`config.mk`:
```
export PLATFORM = sky130hd
export DESIGN_NAME = sm_config_ctrl
export DESIGN_NICKNAME = d
export VERILOG_FILES = /design/src/rtl/sm_cfg_pkg.sv /design/src/rtl/sm_config_ctrl.sv
export SDC_FILE = /design/constraint.sdc
export NUM_CORES = 1
export LEC_CHECK = 0
export BUFFER_PORTS_ARGS = -buffer_cell sky130_fd_sc_hd__buf_2
export CAP_MARGIN = 10
export CELL_PAD_IN_SITES_DETAIL_PLACEMENT = 2
export CELL_PAD_IN_SITES_GLOBAL_PLACEMENT = 2
export CORE_UTILIZATION = 35
export CTS_CLUSTER_SIZE = 8
export DETAILED_ROUTE_END_ITERATION = 12
export PLACE_DENSITY_LB_ADDON = 0.15
export SLEW_MARGIN = 20
export SYNTH_ARGS = -nofsm -noshare
export SYNTH_HDL_FRONTEND = slang
export SYNTH_SLANG_ARGS = --single-unit
```
`constraint.sdc`:
```
create_clock -name clk -period 5.22 [get_ports clk]
set_clock_uncertainty 0.05 [all_clocks]
set_input_delay 0.522 -clock clk [delete_from_list [all_inputs] [get_ports clk]]
set_output_delay 0.522 -clock clk [all_outputs]
set_load 0.05 [all_outputs]
```
`src/rtl/sm_cfg_pkg.sv`:
```
// Shared constants, state type and legality helper
// for the switch_matrix configuration loader.
package sm_cfg_pkg;

    localparam int CHANNEL_WIDTH = 8;
    localparam int WORD_W        = 8;
    localparam int SIDES         = 4;
    localparam int MUX_PER_SIDE  = CHANNEL_WIDTH / 2;
    localparam int SEL_W         = 2;
    localparam int NUM_SEL       = SIDES * MUX_PER_SIDE;
    localparam int CFG_BITS      = NUM_SEL * SEL_W;
    localparam int NUM_WORDS     = CFG_BITS / WORD_W;
    localparam int CNT_W         = (NUM_WORDS > 1) ?
                                   $clog2(NUM_WORDS) : 1;

    localparam logic [SEL_W-1:0] SEL_INVALID = 2'b11;

    typedef enum logic [1:0] {
        IDLE  = 2'd0,
        LOAD  = 2'd1,
        CHECK = 2'd2
    } cfg_state_t;

    // Matrix outputs are 3-input muxes, so select 2'b11
    // has no source; any such field rejects the image.
    function automatic logic sel_legal(
        input logic [CFG_BITS-1:0] cfg
    );
        logic ok;
        ok = 1'b1;
        for (int i = 0; i < NUM_SEL; i++) begin
            if (cfg[i*SEL_W +: SEL_W] == SEL_INVALID) begin
                ok = 1'b0;
            end
        end
        return ok;
    endfunction

endpackage

```
`src/rtl/sm_config_ctrl.sv`:
```
// Config image loader for one switch_matrix tile:
// stream into a shadow, check, commit atomically.
module sm_config_ctrl
    import sm_cfg_pkg::*;
(
    input  logic                clk,
    input  logic                rst,
    input  logic                cfg_start,
    input  logic                cfg_abort,
    input  logic                cfg_valid,
    input  logic [WORD_W-1:0]   cfg_data,
    output logic                cfg_ready,
    output logic [CFG_BITS-1:0] cfg_active,
    output logic                busy,
    output logic                done,
    output logic                err,
    output logic                loaded
);

    localparam logic [CNT_W-1:0] LAST_WORD =
        CNT_W'(NUM_WORDS - 1);

    cfg_state_t          state_q, state_d;
    logic [CNT_W-1:0]    cnt_q, cnt_d;
    logic [CFG_BITS-1:0] shadow_q, shadow_d;
    logic [CFG_BITS-1:0] active_q, active_d;
    logic                done_q, done_d;
    logic                err_q, err_d;
    logic                loaded_q, loaded_d;

    // Next-state: word intake, abort, one-cycle check/commit.
    always_comb begin
        state_d  = state_q;
        cnt_d    = cnt_q;
        shadow_d = shadow_q;
        active_d = active_q;
        loaded_d = loaded_q;
        done_d   = 1'b0;
        err_d    = 1'b0;
        unique case (state_q)
            IDLE: begin
                if (cfg_start) begin
                    state_d = LOAD;
                    cnt_d   = '0;
                end
            end
            LOAD: begin
                if (cfg_abort) begin
                    state_d  = IDLE;
                    cnt_d    = '0;
                    shadow_d = '0;
                end else if (cfg_valid) begin
                    shadow_d[cnt_q*WORD_W +: WORD_W] = cfg_data;
                    cnt_d = cnt_q + 1'b1;
                    if (cnt_q == LAST_WORD) begin
                        state_d = CHECK;
                    end
                end
            end
            CHECK: begin
                state_d = IDLE;
                if (sel_legal(shadow_q)) begin
                    active_d = shadow_q;
                    done_d   = 1'b1;
                    loaded_d = 1'b1;
                end else begin
                    err_d = 1'b1;
                end
            end
            default: begin
                state_d = IDLE;
            end
        endcase
    end

    // State and output registers, async active-high reset.
    always_ff @(posedge clk or posedge rst) begin
        if (rst) begin
            state_q  <= IDLE;
            cnt_q    <= '0;
            shadow_q <= '0;
            active_q <= '0;
            done_q   <= 1'b0;
            err_q    <= 1'b0;
            loaded_q <= 1'b0;
        end else begin
            state_q  <= state_d;
            cnt_q    <= cnt_d;
            shadow_q <= shadow_d;
            active_q <= active_d;
            done_q   <= done_d;
            err_q    <= err_d;
            loaded_q <= loaded_d;
        end
    end

    assign cfg_ready  = (state_q == LOAD);
    assign busy       = (state_q != IDLE);
    assign cfg_active = active_q;
    assign done       = done_q;
    assign err        = err_q;
    assign loaded     = loaded_q;

endmodule
```
==> results.md, run 1 <==
- H-tree depth: 3
- Fin crit share: 0.485
- Max VDD drop: ~150 uV
- Leak: 1.91 nW
- Final setup viols: 0
- Crit-path max FO: 34
- Count leader, synth: dfrtp_1
- Hold Path Origin: cfg_start
- DP Worst Slack: roughly 2.6 ns
- Synthesized flop and latch total: 71
- Synth top cells by count: dfrtp_1 (71), a22o_1 (28), mux2_4 (20)
- Slew @ Worst Pin: between 0.9 and 1 ns
- Initial DRC count: 59
- CTS tree: done
- TNS Setup: 0 ns
- Crit. End Element: flop
- Post-DP HPWL: 4980 um
- Post-route ant nets: 0
- Power Internal: 927 uW
- Cts hold-fix bufs: 0
- Final Hold Vio Count: 0
- Power Total: 1.21 mW
- Status: complete, no violations
- Distinct cells, synth: 34
- Clock Sink Count: between 70 and 80
- Hold endpoint: state_q[0]
- IO Port Bufs: 49
- Critical Path RT: ~5.4 ns
- Final wirelength: about 7300 um
- Clock latency at the later pin of the worst-skew pair: between 0.3 and 0.4 ns
- Unrepaired setup endpoints after global routing: no
- Drt pass-1 iters: 4
- Net Sw Frac: 0.235
- Hold Crit Class: in -> reg
- Crit path arrival time: 2.71 ns
- R2R Setup Slk: roughly 2.7 ns
- Tmin final: between 2 and 3 ns
- Clock power share: 0.459
- Number of core rows: 33
- Cell taking the most area after synthesis: dfrtp_1
- Max-slew violations: 0
- Average cell area after synthesis: around 14 um^2
- Die ar.: 8900 um^2
- Via density: between 5 and 6
- Worst setup path category: reg -> reg
- Post-synth EDFFs: 0
- Initial antenna violation count: 0
- Cells after synthesis: 211
- Max transition margin: 0.350
- Ports: 50
- Critical path startpoint category: flop
- PwrDens: ~340 nW/um^2
- Post-synth ARST share: 1.00
- # DRC: 0
- Clock buffer depth: 2
- Syn Nets: 228
- Vias in the first global route: 2100
- Synth area leaders: dfrtp_1 (60%), mux2_4 (10%), a22o_1 (8.2%)
- Postcts setup bufs: 0
- Layout area overhead: 20.0%
- Comb pwr share: 0.066
- Vias: 1959
- Diode count: 0
- Psw: between 200 and 300 uW
- Hold Path Depth: 3
- Total GRT Usage: 0.184
- R2r endpoint: cfg_active[30]
- Max Clk Rate: around 400 MHz
- Number of synthesis warnings: 0
- Initial Util: 0.363
- First-pass GRT wire length: 11900 um
- Die Span X: ~94 um
- Setup ws final: roughly 2.7 ns
- Top cell type's share of synthesized area: 0.596
- Reg power frac: 0.474
- WL/cell: 19.5 um
- Share of layout cells above drive strength 1: 0.362
- Gr ovfl total: 0
- Cts bufs inserted: 9
- Die height: between 90 and 100 um
- Clk pin slew, worst setup/hold paths: around 0.080 ns
- Worst r2r src: shadow_q[5]
- Sequential area share after synthesis: 0.596
- Worst Reg-to-Reg Cells: 5
- Gpl congestion: slightly below 0.7
- Max-cap violations: 0
- Core area: just over 8000 um^2
- Post-CTS resize count: 0
- Layout Nets: 283
- Pin count of the biggest net entering global routing: between 70 and 80
- Synthesized area: 2980 um^2
- Main flop type after synthesis: dfrtp_1
- Clk root buf: clkbuf_8
-- how the worst max path moves through the flow --
stage                endpoint        start
3_5_place_dp    cfg_active[0]  shadow_q[5]
3_3_place_gp    cfg_active[0]  shadow_q[5]
4_1_cts        cfg_active[30]  shadow_q[5]
6_report       cfg_active[30]  shadow_q[5]
5_1_grt        cfg_active[30]  shadow_q[5]
2_1_floorplan   cfg_active[0]          rst
-- final cells by class --
type / count / area [um^2]
sequential: 71 / 1780
tap: 105 / 131
fill: 863 / 4640
clock inverter: 5 / 104
inverter: 13 / 48.8
timing repair buffer: 51 / 260
multi-input combinational: 120 / 1110
clock buffer: 11 / 151
-- power by group through the flow --
stage	combinational (mW)	sequential [mW]	clock [mW]
finish	0.0806	0.575	0.556
detailed placement	0.0818	0.586	0
floorplan	0.0520	0.582	0
global route	0.0902	0.577	0.591
CTS	0.0828	0.575	0.571
global placement	0.0796	0.585	0
-- per-stage QoR --
stage                     utilization  hold WS, ns  area (um^2)  instances
final                           0.436        0.384         3580        376
after floorplan                     -        0.431         2980        211
after CTS                       0.436        0.380         3580        376
after global placement          0.404        0.404         3320        360
after global routing            0.436        0.403         3580        376
after detailed placement        0.404        0.406         3320        360
-- routing by layer --
metal  GRT usage  wire length [um]
met5           0                 0
met4      0.0615                89
met3      0.0421               292
met2       0.290              3460
met1       0.249              3500
-- critical path, stage by stage (launching register included) --
cell	delay, ns
dfrtp_1	0.41
a22o_1	0.25
a221oi_1	0.33
and4_1	0.32
nand3b_4	0.48
mux2_1	0.52
-- sequential cells by signal, indices dropped and copies added, names as in the netlist --
signal      cells
shadow_q       32
done            1
cnt_q           2
loaded          1
cfg_active     32
state_q         2
err             1
-- layout by cell type, fill, tap and decap left out, types with 2 or more instances in the layout --
cell        n
bufinv_16   3
ha_1        4
buf_4       2
mux2_1      8
mux2_4     20
inv_1      12
nor2_1      4
a221oi_1    4
mux2_2      4
nor2b_1     2
nand3_1     9
o21ai_0    10
nand2b_1    2
clkbuf_8   11
nand2_1     6
a21oi_1     2
a22o_1     28
a21o_1      2
buf_2      49
dfrtp_1    71
-- logic make-up (layout without fill, tap and decap cells) --
logic type / after synthesis / count (layout) / synth area share
flip-flops: 71 / 71 / 0.596
AO/OA/AOI/OAI: 49 / 49 / 0.127
AND/OR/NAND/NOR: 34 / 34 / 0.0776
multiplexers: 33 / 33 / 0.149
buffers and inverters: 20 / 80 / 0.0336
adder cells (fa/ha/maj): 4 / 4 / 0.0168
No activity file was read; power rests on OpenSTA's default activity.
==> run 2: changes to the inputs <==
clock period = 2.4 ns   (was 5.22 ns; I/O delays follow)
==> run 2 against run 1 <==
Net effect: count of clock-buffer cells in the layout down 2; cell count increased by 2.9%; via count increased by 3.0%; register-to-register slack worse by 2.4 ns; first-iteration DRC count grew 14%; sequential share of layout area down 0.36 points; sequential cell count unchanged; global-route usage is 0.98 points higher; total power grew 90%; non-clock buffer count rose by 11; die area unchanged.
==> results.md, run 2 (same netlist as run 1, synthesis figures left out) <==
- Status: complete, no violations
- Clock Sink Count: 71
- Max-cap violations: 0
- Placed cell areas: 3420 um^2
- Pin count of the biggest net entering global routing: 61
- Post-route ant nets: 0
- Clock buffer depth: 2
- R2r endpoint: cfg_active[0]
- Via density: 5.21
- Layout Nets: ~290
- Post-CTS resize count: 0
- Hold Crit Class: in -> reg
- Crit path arrival time: 2.29 ns
- # DRC: 0
- Unrepaired setup endpoints after global routing: no
- Most frequent cells in the layout: dfrtp_1 (71), buf_2 (49), a22o_1 (28)
- Slew @ Worst Pin: between 0.5 and 0.6 ns
- Commonest non-fill, non-tap cell in the layout: dfrtp_1
- Share of layout cells above drive strength 1: 0.383
- Worst setup path category: reg -> reg
- R2R Setup Slk: roughly 0.29 ns
- Final wirelength: about 7600 um
- WL/cell: approximately 20 um
- Leak: around 1.9 nW
- CTS tree: done
- Clk root buf: clkbuf_8
- Final Hold Vio Count: 0
- Drt pass-1 iters: 4
- Number of core rows: 33
- Initial DRC count: 67
- Total GRT Usage: 0.194
- Fin crit share: 0.879
- Max Clk Rate: around 470 MHz
- First-pass GRT wire length: approximately 13000 um
- Diode count: 0
- H-tree depth: 3
- Hold Path Depth: 3
- Die height: roughly 94 um
- Hold endpoint: state_q[0]
- TNS Setup: 0 ns
- Fin area: approximately 3600 um^2
- Initial Util: 0.363
- Post-DP HPWL: 5390 um
- Core area: a little over 8000 um^2
- Ports: 50
- Cts bufs inserted: 9
- Clk pin slew, worst setup/hold paths: approximately 0.08 ns
- Critical path startpoint category: flop
- Tmin final: about 2.1 ns
- Worst r2r src: shadow_q[23]
- Hold Path Origin: cfg_start
- Max transition margin: 0.643
- Crit-path max FO: 26
- Worst Reg-to-Reg Cells: 6
- Initial antenna violation count: 0
- Gr ovfl total: 0
- Final setup viols: 0
- Die Span X: 94.3 um
- Max VDD drop: around 280 uV
- Clock latency at the later pin of the worst-skew pair: 0.36 ns
- Die ar.: between 8000 and 9000 um^2
- Vias in the first global route: roughly 2300
- PwrDens: around 640 nW/um^2
- Critical Path RT: 2.58 ns
- Layout area overhead: 20.8%
- Vias: between 2000 and 2500
- Max-slew violations: 0
- Crit. End Element: flop
- Gpl congestion: about 0.74
- IO Port Bufs: approximately 50
==> run 2: cell types whose count changed in the layout (fill, tap and decap cells not counted) <==
cell,before,now
clkbuf_8,11,9
clkinv_2,1,3
dlygate4sd3_1,0,1
bufinv_16,3,0
buf_4,2,10
inv_6,0,1
clkinvlp_4,0,2
buf_12,0,2
==> run 2: per-stage QoR <==
stage	setup WS, ns	hold WS [ns]	instances	power (mW)	util
after floorplan	0.313	0.323	211	1.38	-
after global placement	0.315	0.144	370	1.46	0.417
after detailed placement	0.298	0.155	370	1.47	0.417
after CTS	0.258	0.0910	387	2.36	0.439
after global routing	0.208	0.105	387	2.41	0.439
final	0.290	0.106	387	2.30	0.439
==> run 2: worst max-delay path by stage <==
stage	slack, ns	from	cells after the start	to
floorplan	0.31	rst	1	cfg_active[0]
global placement	0.32	shadow_q[9]	6	cfg_active[1]
detailed placement	0.30	shadow_q[9]	6	cfg_active[0]
CTS	0.26	shadow_q[9]	6	cfg_active[0]
global route	0.21	shadow_q[23]	6	cfg_active[0]
finish	0.29	shadow_q[23]	6	cfg_active[0]
==> run 2: report_power, final <==
group | internal, mW | leakage, nW | switching (mW) | total (mW)
combinational | 0.0634 | 0.859 | 0.138 | 0.201
clock | 0.374 | 0.0854 | 0.481 | 0.855
sequential | 1.22 | 0.985 | 0.0227 | 1.24
total | 1.66 | 1.93 | 0.642 | 2.30
==> run 2: final cells by class <==
class	instances	area, um^2
sequential	71	1780
inverter	13	48.8
clock buffer	9	124
fill	853	4610
clock inverter	7	47.5
tap	105	131
multi-input combinational	120	1110
timing repair buffer	62	370
==> run 2: per-layer routing <==
metal,GRT usage,routed length [um],vias up,share of wire
met2,0.309,3720,47,0.49
met3,0.0494,300,8,0.039
li1,-,-,904,-
met1,0.257,3500,1058,0.46
met5,0,0,-,0
met4,0.0654,85,0,0.011
==> run 2: repair_timing <==
item | CTS | global route
buffers inserted | 0 | 0
endpoints found under the hold margin | 11 | 0
hold buffers | 1 | 0
==> run 2: worst max-delay path: stages (launching register included) <==
cell,delay [ns]
dfrtp_1,0.41
a22o_1,0.24
a221oi_1,0.31
and4_1,0.34
nand3b_4,0.11
buf_12,0.19
mux2_1,0.33
